<file path="config.mk">
export PLATFORM = sky130hd
export DESIGN_NAME = apb_req_arbiter
export DESIGN_NICKNAME = d
export VERILOG_FILES = /design/src/rtl/apb_req_arbiter.sv
export SDC_FILE = /design/constraint.sdc
export NUM_CORES = 1
export LEC_CHECK = 0
export ABC_AREA = 1
export CAP_MARGIN = 0
export CORE_MARGIN = 2
export CORE_UTILIZATION = 45
export DETAILED_ROUTE_END_ITERATION = 10
export GPL_TIMING_DRIVEN = 0
export PLACE_DENSITY_LB_ADDON = 0.05
export RECOVER_POWER = 100
export SYNTH_ARGS = -nofsm -noshare
export SYNTH_HDL_FRONTEND = slang
export SYNTH_SLANG_ARGS = --single-unit
</file>
<file path="constraint.sdc">
create_clock -name PCLK -period 5.2 [get_ports PCLK]
set_input_delay 0.52 -clock PCLK [delete_from_list [all_inputs] [get_ports PCLK]]
set_output_delay 0.52 -clock PCLK [all_outputs]
set_load 0.1 [all_outputs]
</file>
<file path="src/rtl/apb_req_arbiter.sv">
// rtl/apb_req_arbiter.sv - round-robin arbiter sharing one APB master between four requesters
// Latches one request, hands it to the master, then acks or times out the owner.
module apb_req_arbiter #(
    parameter int m       = 8,
    parameter int TIMEOUT = 16,
    parameter int TW      = 5
) (
    input  logic           PCLK,
    input  logic           PRESET,
    input  logic [3:0]     req_valid,
    input  logic [4*m-1:0] req_data,
    input  logic [7:0]     req_sel,
    output logic [3:0]     req_ack,
    output logic [3:0]     req_err,
    output logic [m-1:0]   o_data,
    output logic           o_data_ready,
    output logic [1:0]     o_protocol_sel,
    input  logic           i_waiting,
    input  logic           i_pready,
    input  logic           i_xfer_ack,
    output logic           o_busy,
    output logic [1:0]     o_grant_id
);

    typedef enum logic [1:0] {
        ST_IDLE  = 2'd0,
        ST_ISSUE = 2'd1,
        ST_WAIT  = 2'd2
    } state_t;

    localparam bit            LP_TO_EN   = (TIMEOUT != 0);
    localparam logic [TW-1:0] LP_TO_LAST = (TIMEOUT == 0) ? '0 : TW'(TIMEOUT - 1);

    state_t        r_state, w_state_next;
    logic [1:0]    r_last, w_last;
    logic [1:0]    r_grant, w_grant;
    logic [m-1:0]  r_data, w_data;
    logic [1:0]    r_sel, w_sel;
    logic          r_ready, w_ready;
    logic          r_busy, w_busy;
    logic [3:0]    r_ack, w_ack;
    logic [3:0]    r_err, w_err;
    logic [TW-1:0] r_cnt, w_cnt;
    logic          w_found;
    logic [1:0]    w_win;

    // Search starts just after the last winner so every source gets a turn.
    always_comb begin
        logic [1:0] v_idx;
        v_idx   = '0;
        w_found = 1'b0;
        w_win   = r_last;
        for (int i = 1; i <= 4; i++) begin
            v_idx = r_last + 2'(i);
            if (!w_found && req_valid[v_idx]) begin
                w_found = 1'b1;
                w_win   = v_idx;
            end
        end
    end

    always_comb begin
        w_state_next = r_state;
        w_last       = r_last;
        w_grant      = r_grant;
        w_data       = r_data;
        w_sel        = r_sel;
        w_ready      = r_ready;
        w_busy       = r_busy;
        w_ack        = '0;
        w_err        = '0;
        w_cnt        = r_cnt;
        case (r_state)
            ST_IDLE: begin
                w_data  = '0;
                w_sel   = '0;
                w_ready = 1'b0;
                w_busy  = 1'b0;
                if (w_found) begin
                    w_state_next = ST_ISSUE;
                    w_last       = w_win;
                    w_grant      = w_win;
                    w_data       = req_data[w_win*m +: m];
                    w_sel        = req_sel[w_win*2 +: 2];
                    w_ready      = 1'b1;
                    w_busy       = 1'b1;
                end
            end
            ST_ISSUE: begin
                // A withdrawn request is abandoned silently, before any bus activity.
                if (!req_valid[r_grant]) begin
                    w_state_next = ST_IDLE;
                    w_ready      = 1'b0;
                    w_busy       = 1'b0;
                    w_data       = '0;
                    w_sel        = '0;
                end else if (i_waiting && i_pready) begin
                    w_state_next = ST_WAIT;
                    w_ready      = 1'b0;
                    w_cnt        = '0;
                end
            end
            ST_WAIT: begin
                w_cnt = r_cnt + 1'b1;
                if (i_xfer_ack) begin
                    w_ack        = 4'(1) << r_grant;
                    w_state_next = ST_IDLE;
                    w_busy       = 1'b0;
                    w_data       = '0;
                    w_sel        = '0;
                end else if (LP_TO_EN && (r_cnt == LP_TO_LAST)) begin
                    w_err        = 4'(1) << r_grant;
                    w_state_next = ST_IDLE;
                    w_busy       = 1'b0;
                    w_data       = '0;
                    w_sel        = '0;
                end
            end
            default: begin
                w_state_next = ST_IDLE;
                w_ready      = 1'b0;
                w_busy       = 1'b0;
            end
        endcase
    end

    always_ff @(posedge PCLK) begin
        if (!PRESET) begin
            r_state <= ST_IDLE;
            r_last  <= 2'd3;
            r_grant <= '0;
            r_data  <= '0;
            r_sel   <= '0;
            r_ready <= 1'b0;
            r_busy  <= 1'b0;
            r_ack   <= '0;
            r_err   <= '0;
            r_cnt   <= '0;
        end else begin
            r_state <= w_state_next;
            r_last  <= w_last;
            r_grant <= w_grant;
            r_data  <= w_data;
            r_sel   <= w_sel;
            r_ready <= w_ready;
            r_busy  <= w_busy;
            r_ack   <= w_ack;
            r_err   <= w_err;
            r_cnt   <= w_cnt;
        end
    end

    assign req_ack        = r_ack;
    assign req_err        = r_err;
    assign o_data         = r_data;
    assign o_data_ready   = r_ready;
    assign o_protocol_sel = r_sel;
    assign o_busy         = r_busy;
    assign o_grant_id     = r_grant;

endmodule

</file>
==> impl_results.md <==
* Status: complete, no violations
* Adder-cell share of the synthesized area at 4.07%
* Die X at 68.0 um
* Layout cell share with drive strength beyond 1 at 7.22%
* Port Buf Inserts at 70
* Final Slew Violations at 0
* Top FF cell, synth: dfxtp_1
* Xor and xnor area share after synthesis at 0%
* Sequential fraction of the synthesis area at 33.6%
* Post_cts resized at 0
* Root buf cell: clkbuf_8
* CP Class: in -> reg
* Synthesized area at 1850 um^2
* Vias at 2055
* CP max-delay cell: nor3_1
* Flop and latch count out of synthesis at 31
* Crit path DAT at 2.88 ns
* Drt total wl at 4.83 mm
* Stages on worst setup path at 10
* Critical-path cell list: dlygate4sd3_1 > inv_1 > nor3_1 > a21oi_1 > nand2_1 > nand2_1 > nand3b_1 > nor3_1 > nand3_1 > a21oi_1
* Effective utilization at floorplan at 46.5%
* Vias in the first global route at 1801
* Main combinational cell family by area after synthesis: simple AND/OR/NAND/NOR gates
* H-tree depth at 2
* First-pass GRT wire length at 7.59 mm
* Final Setup Violations at 0
* Vias/cell at 5.01
* Routed len/inst at 11.8 um
* Most common cell after layout, fill and taps aside: nand2_1
* Post-DRT Antenna Nets at 0
* TritonCTS buffer count at 5
* Compound-Gate Fraction of Synth Area at 9.29%
* CTS tree: done
* Largest net degree at the start of global routing at 11
* Post-synth EDFFs at 0
* Unrepaired setup endpoints after global routing: false
* Power density over cell area at 602 nW/um^2
* Required @ worst endpoint at 5.41 ns
* Clock sink total at 31
* Min-Delay Path Class: reg -> reg
* Count of cell types in the netlist at 26
* Worst R2R Path Depth at 10
* Slew margin rel. at 30.6%
* DIE HEIGHT at 68.0 um
* Post-synthesis async set-or-reset flop share at 0%
* Row cnt at 23
* Total negative setup slack at 0 ns
* Post-Synth Simple-Gate Area at 43.1%
* Yosys warns at 0
* Max incr delay on CP at 0.80 ns
* Worst Setup Start Kind: input pin
* # IOs at 71
* DIE AREA at 4630 um^2
* RR Startpoint: r_cnt[0]$_SDFFE_PN0P_
* Tot GR Track Use at 21.9%
* Achievable clock frequency at 374 MHz
* Worst skew pair latency at 0.27 ns
* Total power at 1.61 mW
* Multiplexer share of the synthesized area at 0%
* GP Congestion at 0.870
* Drt first pass iters at 5
* Commonest non-fill, non-tap cells in the layout: nand2_1, nand3_1, clkdlybuf4s50_1
* Synth Area per Inst at 6.52 um^2
* Critical path peak fanout at 10
* Tmin final at 2.68 ns
* N_diodes at 0
* Initial antenna violation count at 0
* Post-CTS Hold Fix Bufs at 0
* Post-synthesis cell count at 283
* Hold path startpoint: o_protocol_sel[1]$_SDFFE_PN0P_
* DR iter-0 viols at 183
* Core area at 3970 um^2
* Least-Margin Pin Slew at 1.03 ns
* Max Root-Sink Buffers at 2
* CP delay by family, top: simple AND/OR/NAND/NOR gates
* DRC at 0
* Post-CTS setup buffer count at 0
* Critical Path Start: req_valid[0]
* Final std cells w/o fill at 410
* Fin crit share at 51.4%
* Final hold violations at 0
* Reg clk slew, reported paths at 0.06 ns
* Inst Count DP at 403
* Clock Skews at 0.00466 ns
* Peak VDD IR at 0.000352 V
* WP buf/inv at 2
* Area Growth Syn to Fin at 45.0%
* Dpl hpwl at 3.77 mm
* Critical Path Sink Type: register
* Global route total overflow at 0
* Total of max-cap violations at 0
* Hold path cells at 2
* Syn Nets at 338
* Nets at 415
* Pleak at 1.23 nW
[cells in the mapped netlist, types with 2 or more instances]
| master | number | area (um^2) |
|---|---|---|
| nor2_1 | 23 | 86.3 |
| nand2_1 | 76 | 285 |
| inv_2 | 3 | 11.3 |
| o211ai_1 | 2 | 15.0 |
| ha_1 | 6 | 75.1 |
| a21oi_1 | 23 | 115 |
| clkbuf_1 | 2 | 7.51 |
| buf_6 | 3 | 33.8 |
| dfxtp_1 | 31 | 621 |
| buf_4 | 4 | 30.0 |
| o21ai_0 | 5 | 25.0 |
| nand4_1 | 3 | 18.8 |
| inv_1 | 21 | 78.8 |
| nand3_1 | 59 | 295 |
| buf_2 | 2 | 10.0 |
| nor3_1 | 5 | 25.0 |
| nand2_2 | 6 | 37.5 |
[kinds of logic after synthesis]
family | after synthesis
AND/OR/NAND/NOR | 177
buffers and inverters | 37
AO/OA/AOI/OAI | 32
flip-flops | 31
adder cells (fa/ha/maj) | 6
[sequential cells by signal, indices dropped and copies added (netlist names)]
| signal | count |
|---|---|
| o_data | 8 |
| o_data_ready | 1 |
| o_grant_id | 2 |
| req_err | 4 |
| r_last | 2 |
| o_busy | 1 |
| r_state | 2 |
| r_cnt | 5 |
| o_protocol_sel | 2 |
| req_ack | 4 |
[layout make-up]
type,instances,area [um^2]
repair buffers,70,701
inverters,26,103
well taps,50,62.6
clock buffers,6,82.6
flip-flops and latches,31,621
multi-input cells,215,1020
clock inverters,1,5.00
plain buffers,11,81.3
fillers,388,1290
[layer usage]
| metal | part of all wire (%) | vias to the layer above | GRT usage [%] | wire, um |
|---|---|---|---|---|
| met1 | 41 | 895 | 24.5 | 2000 |
| met2 | 50 | 74 | 38.5 | 2390 |
| met5 | 0 | - | 0 | 0 |
| met4 | 0.64 | 0 | 7.00 | 31 |
| met3 | 8.3 | 2 | 7.73 | 403 |
| li1 | - | 1084 | - | - |
[metrics by stage]
stage	setup WS (ns)	cell area, um^2	util, %	hold slack (ns)
6_report	2.52	2680	67.4	0.463
5_1_grt	2.35	2680	67.4	0.496
4_1_cts	2.74	2700	67.9	0.468
3_5_place_dp	2.85	2610	65.7	0.461
3_3_place_gp	2.84	2610	65.7	0.454
2_1_floorplan	2.95	1850	-	0.445
[worst register-to-register path, delay by kind of cell, from the launching register on]
| kind | cells | cell delay, ns |
|---|---|---|
| AOI/OAI and AO/OA | 1 | 0.18 |
| and+or+nand+nor | 6 | 1.48 |
| adders and majority gates | 2 | 0.38 |
| buffers and inverters | 1 | 0.05 |
| DFF | 1 | 0.39 |
[worst paths after layout]
kind	end	slack, ns
worst max register to register	o_data[5]$_SDFFE_PN0P_	2.65
worst max-delay path	o_data[5]$_SDFFE_PN0P_	2.52
worst min register to register	o_protocol_sel[1]$_SDFFE_PN0P_	0.46
worst min-delay path	o_protocol_sel[1]$_SDFFE_PN0P_	0.46
[report_power, final]
group          leakage (nW)  internal [mW]  switching, mW  total [mW]
clock network        0.0470          0.104         0.0815       0.185
logic                 0.927          0.360          0.747        1.11
registers             0.254          0.286         0.0335       0.319
total                  1.23          0.749          0.861        1.61
Note: power is estimated with default switching activity, not from simulation.
